==> src/rtl/ps2_pkg.sv <==
// ps2_pkg: shared definitions for the PS/2 host-side blocks.
//   - ps2_state_e : host transmitter FSM states
//   - CMD_* / RSP_* : common keyboard command and response bytes
//   - odd_parity() : PS/2 parity bit for a data byte
package ps2_pkg;

  typedef enum logic [2:0] {
    ST_IDLE      = 3'd0,
    ST_INHIBIT   = 3'd1,
    ST_REQ       = 3'd2,
    ST_SHIFT     = 3'd3,
    ST_ACK       = 3'd4,
    ST_WAIT_IDLE = 3'd5
  } ps2_state_e;

  localparam logic [7:0] CMD_RESET   = 8'hFF;
  localparam logic [7:0] CMD_SET_LED = 8'hED;
  localparam logic [7:0] CMD_ENABLE  = 8'hF4;
  localparam logic [7:0] RSP_ACK     = 8'hFA;

  // PS/2 uses odd parity: the 8 data bits plus this bit hold an odd number of ones.
  function automatic logic odd_parity(input logic [7:0] b);
    return ~^b;
  endfunction

endpackage

==> src/rtl/ps2_edge_sync.sv <==
// ps2_edge_sync: 2-flop synchronizer plus falling-edge detect for one PS/2 line.
// Ports:
//   clk     in  system clock
//   clrn    in  synchronous active-low reset; all flops reset to idle-high
//   line_in in  raw asynchronous line
//   line_s  out synchronized line level
//   fe      out one-cycle falling-edge strobe (previous 1, current 0)
module ps2_edge_sync (
  input  logic clk,
  input  logic clrn,
  input  logic line_in,
  output logic line_s,
  output logic fe
);

  logic s1_q, s1_d;
  logic s2_q, s2_d;
  logic prev_q, prev_d;

  always_comb begin
    s1_d   = line_in;
    s2_d   = s1_q;
    prev_d = s2_q;
  end

  always_ff @(posedge clk) begin
    if (!clrn) begin
      s1_q   <= 1'b1;
      s2_q   <= 1'b1;
      prev_q <= 1'b1;
    end else begin
      s1_q   <= s1_d;
      s2_q   <= s2_d;
      prev_q <= prev_d;
    end
  end

  assign line_s = s2_q;
  assign fe     = prev_q & ~s2_q;

endmodule

==> src/rtl/ps2_host_tx.sv <==
// ps2_host_tx: host-to-device PS/2 command transmitter.
// Ports:
//   clk, clrn              system clock, synchronous active-low reset
//   tx_valid/tx_ready      byte request handshake; tx_data is the command byte
//   tx_done                one-cycle pulse: byte acknowledged and bus idle
//   tx_err                 one-cycle pulse: NACK or timeout
//   ps2_clk_in/data_in     raw open-drain line levels (asynchronous)
//   ps2_clk_oe/data_oe     1 pulls the line low, 0 releases it
//
// Handshake: a byte is accepted on a clock edge where tx_valid and tx_ready
// are both high; tx_data is captured on that edge and tx_valid while busy is
// ignored. One exception: in the cycle tx_done pulses, tx_ready is already
// high but the request is held off until the following cycle.
module ps2_host_tx
  import ps2_pkg::*;
#(
  parameter int INHIBIT_CYC = 12000,
  parameter int TIMEOUT_CYC = 2000000
) (
  input  logic       clk,
  input  logic       clrn,
  input  logic       tx_valid,
  input  logic [7:0] tx_data,
  output logic       tx_ready,
  output logic       tx_done,
  output logic       tx_err,
  input  logic       ps2_clk_in,
  input  logic       ps2_data_in,
  output logic       ps2_clk_oe,
  output logic       ps2_data_oe
);

  localparam int IW = (INHIBIT_CYC > 1) ? $clog2(INHIBIT_CYC) : 1;
  localparam int TW = (TIMEOUT_CYC > 1) ? $clog2(TIMEOUT_CYC) : 1;

  ps2_state_e     state_q, state_d;
  logic [IW-1:0]  inh_cnt_q, inh_cnt_d;
  logic [TW-1:0]  to_cnt_q, to_cnt_d;
  logic [3:0]     bit_idx_q, bit_idx_d;
  logic [8:0]     shift_q, shift_d;     // {parity, data}, shifted out LSB first
  logic           data_oe_q, data_oe_d;
  logic           done_q, done_d;
  logic           err_q, err_d;

  logic           clk_s, clk_fe;
  logic           data_s, data_fe_unused;
  logic           accept;
  logic           timed_state;

  ps2_edge_sync u_clk_sync (
    .clk     (clk),
    .clrn    (clrn),
    .line_in (ps2_clk_in),
    .line_s  (clk_s),
    .fe      (clk_fe)
  );

  ps2_edge_sync u_data_sync (
    .clk     (clk),
    .clrn    (clrn),
    .line_in (ps2_data_in),
    .line_s  (data_s),
    .fe      (data_fe_unused)
  );

  assign accept      = tx_valid && (state_q == ST_IDLE) && !done_q;
  assign timed_state = (state_q == ST_SHIFT) || (state_q == ST_ACK) ||
                       (state_q == ST_WAIT_IDLE);

  always_comb begin
    state_d   = state_q;
    inh_cnt_d = inh_cnt_q;
    to_cnt_d  = to_cnt_q;
    bit_idx_d = bit_idx_q;
    shift_d   = shift_q;
    data_oe_d = data_oe_q;
    done_d    = 1'b0;
    err_d     = 1'b0;

    case (state_q)
      ST_IDLE: begin
        data_oe_d = 1'b0;
        if (accept) begin
          shift_d   = {odd_parity(tx_data), tx_data};
          inh_cnt_d = '0;
          state_d   = ST_INHIBIT;
        end
      end
      ST_INHIBIT: begin
        // Start bit goes out together with the last clock-low cycle (REQ).
        if (inh_cnt_q == IW'(INHIBIT_CYC - 1)) begin
          data_oe_d = 1'b1;
          state_d   = ST_REQ;
        end else begin
          inh_cnt_d = inh_cnt_q + IW'(1);
        end
      end
      ST_REQ: begin
        to_cnt_d  = '0;
        bit_idx_d = 4'd0;
        state_d   = ST_SHIFT;
      end
      ST_SHIFT: begin
        if (clk_fe) begin
          bit_idx_d = bit_idx_q + 4'd1;
          if (bit_idx_q < 4'd9) begin
            // Edges 1..9: 8 data bits then parity.
            data_oe_d = ~shift_q[0];
            shift_d   = {1'b0, shift_q[8:1]};
          end else begin
            // Edge 10: release the line as the stop bit.
            data_oe_d = 1'b0;
            state_d   = ST_ACK;
          end
        end
      end
      ST_ACK: begin
        if (clk_fe) begin
          if (!data_s) begin
            state_d = ST_WAIT_IDLE;
          end else begin
            err_d   = 1'b1;
            state_d = ST_IDLE;
          end
        end
      end
      ST_WAIT_IDLE: begin
        if (clk_s && data_s) begin
          done_d  = 1'b1;
          state_d = ST_IDLE;
        end
      end
      default: begin
        data_oe_d = 1'b0;
        state_d   = ST_IDLE;
      end
    endcase

    // Timeout covers everything from clock release to bus idle; a completion
    // in the same cycle takes priority.
    if (timed_state) begin
      to_cnt_d = to_cnt_q + TW'(1);
      if ((to_cnt_q == TW'(TIMEOUT_CYC - 1)) && !done_d) begin
        data_oe_d = 1'b0;
        err_d     = 1'b1;
        state_d   = ST_IDLE;
      end
    end
  end

  always_ff @(posedge clk) begin
    if (!clrn) begin
      state_q   <= ST_IDLE;
      inh_cnt_q <= '0;
      to_cnt_q  <= '0;
      bit_idx_q <= 4'd0;
      shift_q   <= 9'd0;
      data_oe_q <= 1'b0;
      done_q    <= 1'b0;
      err_q     <= 1'b0;
    end else begin
      state_q   <= state_d;
      inh_cnt_q <= inh_cnt_d;
      to_cnt_q  <= to_cnt_d;
      bit_idx_q <= bit_idx_d;
      shift_q   <= shift_d;
      data_oe_q <= data_oe_d;
      done_q    <= done_d;
      err_q     <= err_d;
    end
  end

  assign tx_ready    = (state_q == ST_IDLE);
  assign tx_done     = done_q;
  assign tx_err      = err_q;
  assign ps2_clk_oe  = (state_q == ST_INHIBIT) || (state_q == ST_REQ);
  assign ps2_data_oe = data_oe_q;

endmodule

==> config.mk <==
export PLATFORM = sky130hd
export DESIGN_NAME = ps2_host_tx
export DESIGN_NICKNAME = d
export VERILOG_FILES = /design/src/rtl/ps2_pkg.sv /design/src/rtl/ps2_edge_sync.sv /design/src/rtl/ps2_host_tx.sv
export SDC_FILE = /design/constraint.sdc
export NUM_CORES = 1
export LEC_CHECK = 0
export CAP_MARGIN = 10
export CORE_MARGIN = 2
export CORE_UTILIZATION = 59
export CTS_BUF_LIST = sky130_fd_sc_hd__clkbuf_8 sky130_fd_sc_hd__clkbuf_16
export CTS_CLUSTER_SIZE = 30
export DETAILED_ROUTE_END_ITERATION = 12
export PLACE_DENSITY = 0.86
export SETUP_SLACK_MARGIN = 0.15
export SLEW_MARGIN = 20
export SYNTH_ARGS = -nofsm -noshare
export SYNTH_HDL_FRONTEND = slang
export SYNTH_SLANG_ARGS = --single-unit
==> constraint.sdc <==
create_clock -name clk -period 1.95 [get_ports clk]
set_input_delay 0.4875 -clock clk [delete_from_list [all_inputs] [get_ports clk]]
set_output_delay 0.4875 -clock clk [all_outputs]
set_load 0.005 [all_outputs]
==> reports/qor.csv <==
stage,metric,value,unit
run_status,status,completed,
route,WL final,7960,um
placed_design,Post-Place Cells,452,
placed_design,post-DP HPWL,4900,um
sta,max frequency,529,MHz
grt,"Remaining Overflow, GRT",0,
sta,max_slew headroom,0.721,
floorplan,Initial Utilization,0.607,
cells_and_area,Final nets,426,
run,Max-Cap Viols,0,
sta,"Hold Vio Cnt, Final",0,
cells_and_area,layout cell share with drive strength beyond 1,0.201,
worst_hold_path,class of the worst hold path,flop to flop,
sta,Worst-Margin Slew,0.412,ns
clock_network,clk sinks,59,
placed_design,"Cell Area, Placed",3370,um^2
pwr,maximum vdd drop,0.494,mV
route,Detailed Route Iter0 Violations,280,
cells_and_area,Non-Filler Instances,483,
clock_network,Root Driver,clkbuf_8,
synth,dominant synthesized flop cell,dfxtp_1,
setup_path,Startpoint Class,flop,
synth,syn nets,382,
synth,Post-synth EDFFs,0,
setup_path,Critical Path End Type,output pin,
clock_network,clk_lat worst skew,0.35,ns
route,routed via count,3043,
cells_and_area,design area,3810,um^2
grt,largest net degree at the start of global routing,17,
floorplan,Die X,76.2,um
placed_design,Setup WS pre-CTS,-0.0692,ns
route,via/cell ratio,6.30,
clock_network,CTS Buf Count,9,
clock_network,CTS tree,built,
setup_path,CP Class,flop to output pin,
floorplan,total core area,5070,um^2
sta,final period utilization,0.970,
synth,Syn. warnings,0,
pwr,PD cells,667,nW/um^2
floorplan,Rows,26,
synth,Gate Count Post-Synth,365,
route,Detail Route Antenna Nets,0,
synth,syn avg cell area,8.43,um^2
synth,post-synth top area cell,dfxtp_1,
sta,Final setup viols,0,
setup_path,R2R setup slack,0.09,ns
sta,worst setup margin,0.0582,ns
sta,minimum clock period,1.89,ns
route,routed len/inst,16.5,um
synth,"flops & latches, synth",59,
cells_and_area,n_diodes,0,
synth,largest cells by area after synthesis,"dfxtp_1 (38%), nand2_1 (6.2%), a21oi_1 (4.7%)",
floorplan,chip height,76.2,um
clock_network,clock-pin transition on the worst setup and hold timing paths,0.07,ns
route,drt first pass iters,5,
pwr,Final Power,2.54,mW
sta,worst hold slack,0.418,ns
grt,first-pass GRT wire length,12700,um
pwr,leakage power,1.33,nW
clock_network,H-tree levels,3,
route,DRC Markers,0,
sta,RSZ-0062 raised after global routing,true,
clock_network,Bufs on Longest Clock Path,2,
synth,ys async rst share,0,
synth,"Cell Area, Synth",3080,um^2
synth,"Seq/Total Area, Yosys",0.384,
grt,vias in the first global route,2754,
sta,Clock Skew,0.00767,ns
cells_and_area,fin util,0.750,
placed_design,port bufs,17,
grt,initial antenna violation count,0,
setup_path,CP arrival,1.40,ns
sta,Fin Setup TNS,0,ns
sta,Final Max Slew Viols,0,
floorplan,I/O pin cnt,18,
synth,post-synth cell types,64,
floorplan,DIE AREA,5810,um^2
synth,share of the synthesized area in the top cell type,0.384,
setup_path,"critical path fanouts, max",6,
setup_path,"Req. time, crit path",1.46,ns
placed_design,Final GP Congestion,0.868,
cells_and_area,Layout area overhead,23.7,%
grt,GR Util All Layers,0.269,
[cells in the final DEF (no fill, tap or decap), types with 5 or more instances in the layout]
| master | Yosys | final |
|---|---|---|
| nand2b_1 | 11 | 10 |
| o21ai_1 | 12 | 12 |
| xnor2_1 | 14 | 14 |
| dfxtp_1 | 59 | 55 |
| a21oi_1 | 29 | 26 |
| nand3_1 | 15 | 15 |
| buf_4 | 3 | 26 |
| nand4_1 | 10 | 10 |
| o21ai_0 | 13 | 13 |
| a311oi_1 | 10 | 9 |
| nand2_1 | 51 | 50 |
| clkdlybuf4s50_1 | 0 | 15 |
| a31oi_1 | 9 | 9 |
| nor2_1 | 28 | 28 |
| clkbuf_8 | 0 | 12 |
| o31ai_1 | 5 | 5 |
[cell families after synthesis]
group	Yosys count	share of synthesized area
AOI/OAI and AO/OA	98	0.213
xor gates and xnor gates	16	0.0455
adders and majority gates	4	0.0163
buffers and inverters	20	0.0370
DFF	59	0.384
and+or+nand+nor	168	0.305
[cells in the mapped netlist (all sizes together), types with 3 or more instances]
cell type,instances
or3,6
and3,5
a21oi,31
a311oi,12
buf,10
nand4,10
nand3,16
dfxtp,59
nor3,6
nor4,4
nor2b,3
xnor2,14
nand2,52
and4,5
clkbuf,7
a41oi,3
nor2,30
o31ai,5
a31oi,9
nand2b,11
and2,3
o21ai,25
ha,4
[per-layer routing]
layer	vias up	global-route usage	share of wire	wire, um
met5	-	0	0	0
met2	100	0.438	0.50	3950
met3	16	0.0557	0.055	437
met1	1490	0.341	0.43	3430
li1	1437	-	-	-
met4	0	0.125	0.018	144
[final timing paths]
check / cells past startpoint / endpoint / start
hold reg to reg: 1 / u_clk_sync.line_s / u_clk_sync.s1_q
hold / removal: 1 / u_clk_sync.line_s / u_clk_sync.s1_q
setup reg to reg: 8 / inh_cnt_q[3] / state_q[1]
setup / recovery: 4 / tx_ready / state_q[1]
[cell type report]
cell class / instances / area (um^2)
Clock inverter: 3 / 13.8
Clock buffer: 12 / 165
Timing Repair Buffer: 50 / 483
Tap cell: 70 / 87.6
Sequential cell: 59 / 1190
Multi-Input combinational cell: 286 / 1860
Fill cell: 345 / 1270
Inverter: 3 / 11.3
[state kept, by name, indices dropped and copies added, names as in the netlist]
name	count
bit_idx_q	4
tx_err	1
u_clk_sync.s1_q	1
tx_done	1
u_data_sync.s1_q	1
to_cnt_q	21
shift_q	9
ps2_data_oe	1
u_clk_sync.prev_q	1
inh_cnt_q	14
state_q	3
u_data_sync.line_s	1
u_clk_sync.line_s	1
[critical path, stage by stage (launching register included)]
cell,delay [ns]
dfxtp_4,0.36
buf_8,0.14
nor3_4,0.19
buf_4,0.15
clkdlybuf4s15_1,0.21
[report_power, final]
| group | switching (mW) | internal (mW) | leakage (nW) |
|---|---|---|---|
| clock network | 0.476 | 0.549 | 0.0994 |
| logic | 0.124 | 0.142 | 0.747 |
| registers | 0.0184 | 1.23 | 0.481 |
| total | 0.618 | 1.92 | 1.33 |
[repair_timing]
item | CTS | global route
hold buffers | 0 | 0
gates resized for setup | 6 | 28
pin swaps | 2 | 16
endpoints found under the setup margin | 12 | 44
hold endpoints to repair | 0 | 0
buffers inserted | 2 | 13
cloned | 0 | 1
No activity file was read; power rests on OpenSTA's default activity.
